## config.mk

```make
export PLATFORM = sky130hd
export DESIGN_NAME = fetch_pc_gen
export DESIGN_NICKNAME = d
export VERILOG_FILES = /design/src/rtl/fetch_pc_gen_pkg.sv /design/src/rtl/fetch_pc_gen_sat_counter.sv /design/src/rtl/fetch_pc_gen.sv
export SDC_FILE = /design/constraint.sdc
export NUM_CORES = 1
export LEC_CHECK = 0
export BUFFER_PORTS_ARGS = -buffer_cell sky130_fd_sc_hd__buf_2
export CAP_MARGIN = 10
export CORE_MARGIN = 1
export CORE_UTILIZATION = 58
export DETAILED_ROUTE_END_ITERATION = 8
export GPL_TIMING_DRIVEN = 0
export PLACE_DENSITY = 0.93
export SETUP_SLACK_MARGIN = 0.02
export SLEW_MARGIN = 20
export SYNTH_ARGS = -nofsm -noshare
export SYNTH_HDL_FRONTEND = slang
export SYNTH_SLANG_ARGS = --single-unit
```

## constraint.sdc

```tcl
create_clock -name clk -period 5.9 [get_ports clk]
set_clock_uncertainty 0.05 [all_clocks]
set_input_delay 0.295 -clock clk [delete_from_list [all_inputs] [get_ports clk]]
set_output_delay 0.295 -clock clk [all_outputs]
set_load 0.01 [all_outputs]
```

## src/rtl/fetch_pc_gen_pkg.sv

```systemverilog
// Shared types and constants for the fetch program-counter generator.
// Holds the FSM state type, the default boot address and the counter widths.
package fetch_pkg;

    typedef enum logic [1:0] {
        ST_BOOT,
        ST_RUN,
        ST_FLUSH
    } fetch_state_e;

    localparam logic [31:0]  DEFAULT_RESET_PC   = '0;
    localparam int unsigned  FLUSH_CNT_WIDTH    = 4;
    localparam int unsigned  REDIRECT_CNT_WIDTH = 16;

    // The counter is preloaded with cycles-1 so that flush_out is high for exactly `cycles` cycles.
    function automatic logic [FLUSH_CNT_WIDTH-1:0] flush_preset(input int unsigned cycles);
        return FLUSH_CNT_WIDTH'(cycles - 1);
    endfunction

endpackage

```

## src/rtl/fetch_pc_gen_sat_counter.sv

```systemverilog
// Parameterised saturating up-counter with synchronous active-low reset.
// Counts on each enabled edge and holds at all-ones.
module sat_counter #(
    parameter int unsigned WIDTH = 16
) (
    input  logic             clk,
    input  logic             reset,
    input  logic             en,
    output logic [WIDTH-1:0] count_o
);

    logic [WIDTH-1:0] count_q;
    logic [WIDTH-1:0] count_d;

    always_comb begin
        count_d = count_q;
        if (en && (count_q != '1)) begin
            count_d = count_q + WIDTH'(1);
        end
    end

    always_ff @(posedge clk) begin
        if (!reset) begin
            count_q <= '0;
        end else begin
            count_q <= count_d;
        end
    end

    assign count_o = count_q;

endmodule

```

## src/rtl/fetch_pc_gen.sv

```systemverilog
// Fetch-stage program-counter generator: sequential word fetch with valid/ready,
// branch/jump redirect followed by a fixed-length wrong-path flush, redirect counter.
module fetch_pc_gen
    import fetch_pkg::*;
#(
    parameter int unsigned           ADDR_WIDTH   = 32,
    parameter logic [ADDR_WIDTH-1:0] RESET_PC     = ADDR_WIDTH'(DEFAULT_RESET_PC),
    parameter int unsigned           FLUSH_CYCLES = 2
) (
    input  logic                          clk,
    input  logic                          reset,
    input  logic                          system_stall,
    input  logic                          br_valid,
    input  logic                          br_taken,
    input  logic                          br_is_jump,
    input  logic [ADDR_WIDTH-1:0]         br_target,
    input  logic                          fetch_ready,
    output logic                          fetch_valid,
    output logic [ADDR_WIDTH-1:0]         fetch_pc,
    output logic                          flush_out,
    output logic [REDIRECT_CNT_WIDTH-1:0] redirect_count
);

    fetch_state_e               state_q, state_d;
    logic [FLUSH_CNT_WIDTH-1:0] cnt_q, cnt_d;
    logic [ADDR_WIDTH-1:0]      pc_q, pc_d;
    logic                       valid_q, valid_d;
    logic                       flush_q, flush_d;
    logic                       redirect;

    always_comb begin
        state_d  = state_q;
        cnt_d    = cnt_q;
        pc_d     = pc_q;
        valid_d  = valid_q;
        flush_d  = flush_q;
        redirect = 1'b0;

        if (!system_stall) begin
            case (state_q)
                ST_BOOT: begin
                    state_d = ST_RUN;
                    valid_d = 1'b1;
                    pc_d    = RESET_PC;
                end
                ST_RUN: begin
                    // Redirect wins over an accept in the same cycle; the pending request is dropped.
                    if (br_valid && (br_taken || br_is_jump)) begin
                        redirect = 1'b1;
                        pc_d     = br_target;
                        valid_d  = 1'b0;
                        flush_d  = 1'b1;
                        cnt_d    = flush_preset(FLUSH_CYCLES);
                        state_d  = ST_FLUSH;
                    end else if (valid_q && fetch_ready) begin
                        pc_d = pc_q + ADDR_WIDTH'(1);
                    end
                end
                ST_FLUSH: begin
                    if (cnt_q != '0) begin
                        cnt_d = cnt_q - FLUSH_CNT_WIDTH'(1);
                    end else begin
                        state_d = ST_RUN;
                        valid_d = 1'b1;
                        flush_d = 1'b0;
                    end
                end
                default: begin
                    state_d = ST_BOOT;
                end
            endcase
        end
    end

    always_ff @(posedge clk) begin
        if (!reset) begin
            state_q <= ST_BOOT;
            cnt_q   <= '0;
            pc_q    <= RESET_PC;
            valid_q <= 1'b0;
            flush_q <= 1'b0;
        end else begin
            state_q <= state_d;
            cnt_q   <= cnt_d;
            pc_q    <= pc_d;
            valid_q <= valid_d;
            flush_q <= flush_d;
        end
    end

    sat_counter #(
        .WIDTH (REDIRECT_CNT_WIDTH)
    ) u_redirect_cnt (
        .clk     (clk),
        .reset   (reset),
        .en      (redirect),
        .count_o (redirect_count)
    );

    assign fetch_valid = valid_q;
    assign fetch_pc    = pc_q;
    assign flush_out   = flush_q;

endmodule

```

; ---- Yosys cells after proc, flatten, opt, wreduce, memory -nomap -nowiden
; Cells that the tools add are included.
[totals]
inputBits = 39
reg_bits = 56
[classes]
n_eq_ne = 7
add_sub_neg = 3
n_bitwise = 1
n_reduce_logical = 14
mux = 18
[ops]
columns = cell, count
row1 = 2-to-1 mux 32 bit, 2
row2 = case mux 32 bit (2 select lines), 1
row3 = adder 32 x 1 -> 32 bit (second input constant), 1
row4 = adder 16 x 1 -> 16 bit (second input constant), 1
row5 = inequality test 16 bit (second input constant), 1
row6 = AND reduction 4 bit, 3
row7 = 2-to-1 mux 4 bit, 2
row8 = case mux 4 bit (2 select lines), 1
row9 = 2-to-1 mux 1 bit, 7
row10 = inequality test 2 bit (second input constant), 3
row11 = case mux 2 bit (3 select lines), 1
row12 = AND reduction 3 bit, 2
row13 = 2-to-1 mux 2 bit, 2
row14 = nonzero test 2 bit, 2
row15 = nonzero test 4 bit, 1
row16 = subtractor 4 x 1 -> 4 bit (second input constant), 1
row17 = logical AND 1 bit, 3
row18 = inequality test 3 bit (second input constant), 1
row19 = case mux 1 bit (3 select lines), 1
row20 = nonzero test 3 bit, 1
row21 = == test 2 x 1 -> 1 bit (second input constant), 1
row22 = == test 2 bit (second input constant), 1
row23 = logical NOT 2 bit, 1
row24 = case mux 1 bit (2 select lines), 1
row25 = other kinds (2), 2

; ---- Depth between registers and ports, before layout
[depth]
depth_word = 6
mapped_depth = 10
mapped_depth_nobuf = 7

; ---- Cells and area by module
; A second synthesis with hierarchy kept.
[hier_totals]
cells_unflattened = 451
area_unflattened_um2 = 3547.2
[by_module_without_submodules]
columns = module, n_inst, area_each_um2, seq_area_each_um2, cells_each
row1 = fetch_pc_gen, 1, 2710.1, 800.8, 354
row2 = sat_counter, 1, 837.1, 320.3, 97

; ---- Least setup slack after synthesis
; No wires, ideal clock.
[synth_timing]
path_kind = reg2reg
startpoint = reg pc_q[0], in the netlist fetch_pc[0]
endpoint = reg pc_q[20], in the netlist fetch_pc[20]
period_less_slack_ps = 1953
path_slack_ps = 3947
setup_ps = 79
arrival_time_ps = 1824
stages_incl_launch_ff = 7
path_cell_list = dfxtp_1 ha_1 nand3_1 nor4_4 nand2_2 or4_1 o211ai_1
[synth_via]
elab_chain_len = 4
[synth_rtl]
columns = item, line_no
row1 = from (decl), fetch_pc_gen.sv:26  ; logic [ADDR_WIDTH-1:0] pc_q, pc_d;
row2 = from (signal assigned), fetch_pc_gen.sv:85  ; pc_q <= pc_d;
row3 = adder 32 x 1 -> 32 bit, fetch_pc_gen.sv:56  ; pc_d = pc_q + ADDR_WIDTH'(1);
row4 = 2-to-1 mux 32 bit, fetch_pc_gen.sv:55  ; end else if (valid_q && fetch_ready) begin
row5 = 2-to-1 mux 32 bit, fetch_pc_gen.sv:48  ; if (br_valid && (br_taken || br_is_jump)) begin
row6 = case mux 32 bit (2 select lines), fetch_pc_gen.sv:40  ; case (state_q)
; Every way passes these cells. The select of a mux whose other input is x is not followed.
; A chain may end at the register's enable or synchronous reset.

; ---- Final worst setup path
[layout_timing]
startpoint = reg state_q[1]
endpoint = reg u_redirect_cnt.count_q[8], in the netlist u_redirect_cnt.count_o[8]
[layout_via]
elab_chain_len = 4
[layout_rtl]
columns = item, line_no
row1 = from (decl), fetch_pc_gen.sv:24  ; fetch_state_e state_q, state_d;
row2 = from (signal assigned), fetch_pc_gen.sv:83  ; state_q <= state_d;
row3 = == test 2 x 1 -> 1 bit, fetch_pc_gen.sv:40
row4 = 2-to-1 mux 1 bit, fetch_pc_gen.sv:40
row5 = 2-to-1 mux 1 bit, fetch_pc_gen.sv:39  ; if (!system_stall) begin
row6 = logical AND 1 bit, fetch_pc_gen_sat_counter.sv:17  ; if (en && (count_q != '1)) begin
row7 = to (signal assigned), fetch_pc_gen_sat_counter.sv:26  ; count_q <= count_d;
row8 = to (decl), fetch_pc_gen_sat_counter.sv:12  ; logic [WIDTH-1:0] count_q;
; Every way passes these cells.

==> flow_metrics.env <==
export IMPL_routed_wl_um=11200
export IMPL_r2r_end="u_redirect_cnt.count_o[8]$_SDFFE_PN0P_"
export IMPL_cts_hold_buf=0
export IMPL_syn_to_final_growth_pct=17.5
export IMPL_finalSetupViolations=0
export IMPL_rsz0062_at_grt="no"
export IMPL_drtIter0Drc=447
export IMPL_clkSlewWorstSetupHoldPaths_ns=0.10
export IMPL_yosys_warnings=0
export IMPL_synth_mux_area_frac=0.0259
export IMPL_crit_arrival_ns=2.59
export IMPL_cp_required_ns=6.03
export IMPL_clock_fmax_ghz=0.408
export IMPL_cts_repair_resized=0
export IMPL_yosys_area_share_simple=0.313
export IMPL_yosys_area_share_adder=0.0284
export IMPL_startpoint_type="flop"
export IMPL_drc=0
export IMPL_port_buffers=86
export IMPL_synth_compound_area_frac=0.239
export IMPL_netlist_area_um2=3530
export IMPL_layout_cells_non_filler=619
export IMPL_clock_sinks=56
export IMPL_grt_usage=0.350
export IMPL_relSlewSlack=0.311
export IMPL_async_flop_share=0
export IMPL_synth_edff_count=0
export IMPL_hp_class="in -> reg"
export IMPL_grt_pass1_wl_um=17500
export IMPL_cts_made_buffers=5
export IMPL_grt_max_degree=17
export IMPL_dpl_hpwl_um=7860
export IMPL_dr_pass1_iters=6
export IMPL_diodes=0
export IMPL_ant_nets=0
export IMPL_maxCapViolations=0
export IMPL_tns_ns=0
export IMPL_yosysSeqAreaShare=0.318
export IMPL_multi_input_area_um2=2220
export IMPL_endpoint_kind="flop"
export IMPL_cts_htree_levels=2
export IMPL_dp_cells=611
export IMPL_ir_drop_uv=125
export IMPL_drive_gt1_frac=0.226
export IMPL_wl_per_cell_um=18.1
export IMPL_final_period_utilization=0.416
export IMPL_tightest_slew_ns=1.02
export IMPL_fin_crit_ns=2.45
export IMPL_synth_ff_type="dfxtp_1"
export IMPL_min_to="fetch_pc[21]$_SDFFE_PN0P_"
export IMPL_reg2reg_slack_ns=3.45
export IMPL_critPathKind="reg -> reg"
export IMPL_finalHoldViolCount=0
export IMPL_ctsRootBufferMaster="clkbuf_8"
export IMPL_place_area_um2=4050
export IMPL_seqCellArea_um2=1120
export IMPL_synthesis_nets=497
export IMPL_synth_seq_cells=56
export IMPL_coreArea_um2=5890
export IMPL_vias_per_cell=6.68
export IMPL_worstPathMaxFanout=10
export IMPL_postCtsSetupBuffers=0
export IMPL_clockBufferDepth=2
export IMPL_synth_cell_types=63
export IMPL_fill_cells=486
export IMPL_power_density_nw_per_um2=187
export IMPL_r2r_cells=8
export IMPL_syn_avg_cell_area_um2=7.84
export IMPL_vias=4138
export IMPL_syn_inst=450
export IMPL_final_area_um2=4150
export IMPL_slew_viol_final=0
export IMPL_cts_tree="yes"
export IMPL_status="completed"
export IMPL_holdPathStages=3
export IMPL_nets=590
export IMPL_die_area_um2=6400
export IMPL_synth_top_family_by_area="simple AND/OR/NAND/NOR gates"
export IMPL_grt_overflow=0
export IMPL_io_pins=89
export IMPL_cellLeakagePower_nw=1.66
export IMPL_start_util=0.599
export IMPL_synthXorXnorAreaFrac=0.0248
export IMPL_die_w_um=80.0
export IMPL_grt_pass1_vias=3804
export IMPL_antenna_found_initial=0
export IMPL_timing_rr_start="state_q[1]$_SDFFE_PN0P_"
export IMPL_gp_congestion=0.910
export IMPL_die_h_um=80.0
export IMPL_clock_latency_ns=0.32
export IMPL_hp_start="br_target[21]"
export IMPL_num_rows=28
[power by group]
group	leakage, nW	total [W]	switching, W	internal [W]
Combinational	1.16	0.000151	0.000100	0.0000508
Clock	0.0445	0.000227	0.000131	0.0000959
Sequential	0.453	0.000398	0.0000113	0.000387
Total	1.66	0.000776	0.000243	0.000534
[worst max path at each step]
stage	from	to	slack (ns)
floorplan	fetch_pc[0]$_SDFFE_PN0P_	fetch_pc[20]$_SDFFE_PN0P_	3.95
global placement	state_q[1]$_SDFFE_PN0P_	u_redirect_cnt.count_o[14]$_SDFFE_PN0P_	3.62
detailed placement	state_q[1]$_SDFFE_PN0P_	u_redirect_cnt.count_o[10]$_SDFFE_PN0P_	3.55
CTS	state_q[1]$_SDFFE_PN0P_	u_redirect_cnt.count_o[10]$_SDFFE_PN0P_	3.49
global route	state_q[1]$_SDFFE_PN0P_	u_redirect_cnt.count_o[10]$_SDFFE_PN0P_	3.29
finish	state_q[1]$_SDFFE_PN0P_	u_redirect_cnt.count_o[8]$_SDFFE_PN0P_	3.45
[Yosys cell counts, drive strengths merged, types with 6 or more instances]
cell    number  area [um^2]
o211ai      10         75.1
clkbuf      12         45.0
mux2i        8         80.1
o31ai        9         67.6
nor2        40          150
buf         15         83.8
and3        14         87.6
ha           8          100
nand2       53          201
nor3        13         75.1
nand4       14         87.6
a21oi       29          145
inv         14         52.6
nor4        13          126
dfxtp       56         1120
o21ai       20          100
a31oi       10         62.6
xor2         6         52.6
nand3       33          178
[registers in the layout, indices dropped and copies added, names as in the netlist]
name / count
cnt_q: 4
flush_out: 1
state_q: 2
fetch_valid: 1
u_redirect_cnt.count_o: 16
fetch_pc: 32
[cell type report]
cell class                 instances  area share
buffer                            27      0.0311
clock buffer                       7      0.0208
clock inverter                     1     0.00181
inverter                          14      0.0127
multi-input combinational        353       0.537
sequential                        56       0.270
tap                               75      0.0226
timing repair buffer              86       0.104
[cells in the final DEF (no fill, tap or decap), drive strengths merged, types with 5 or more instances in the layout]
master    n
nor4     13
and4      5
dfxtp    56
nor2     40
o21ai    20
o31ai     9
a31oi    10
and3     14
o211ai   10
buf     101
mux2i     8
nand2    53
ha        8
inv      14
a21oi    29
o31a      5
xor2      6
clkbuf   19
nand3    33
nand4    14
nor3     13
[through the flow]
step           power, W  setup slack (ns)  hold WS, ns   util
2_1_floorplan  0.000496              3.95        0.407      -
3_3_place_gp   0.000545              3.62        0.422  0.688
3_5_place_dp   0.000550              3.55        0.444  0.688
4_1_cts        0.000771              3.49        0.192  0.704
5_1_grt        0.000797              3.29        0.216  0.704
6_report       0.000776              3.45        0.191  0.704
[kinds of logic after synthesis]
family / Yosys count
xor+xnor: 10
flops: 56
buf+inv: 41
mux: 9
compound gates: 120
simple gates: 206
fa+ha+maj: 8
[routing by layer]
| layer | vias up | GRT usage | share of wire |
|---|---|---|---|
| met1 | 1885 | 0.450 | 0.38 |
| li1 | 1865 | - | - |
| met2 | 334 | 0.569 | 0.46 |
| met3 | 54 | 0.0560 | 0.12 |
| met4 | 0 | 0.168 | 0.032 |
| met5 | - | 0 | 0 |
[critical path, cell delays in order, from the launching register on]
cell and delay (ns):
dfxtp_1 0.35, inv_1 0.10, ha_1 0.15, buf_4 0.16, o211ai_1 0.14, nor4b_1 0.89
nand3_1 0.19, mux2i_1 0.22, nor2_1 0.07
Power figures use the tool's default switching activity.
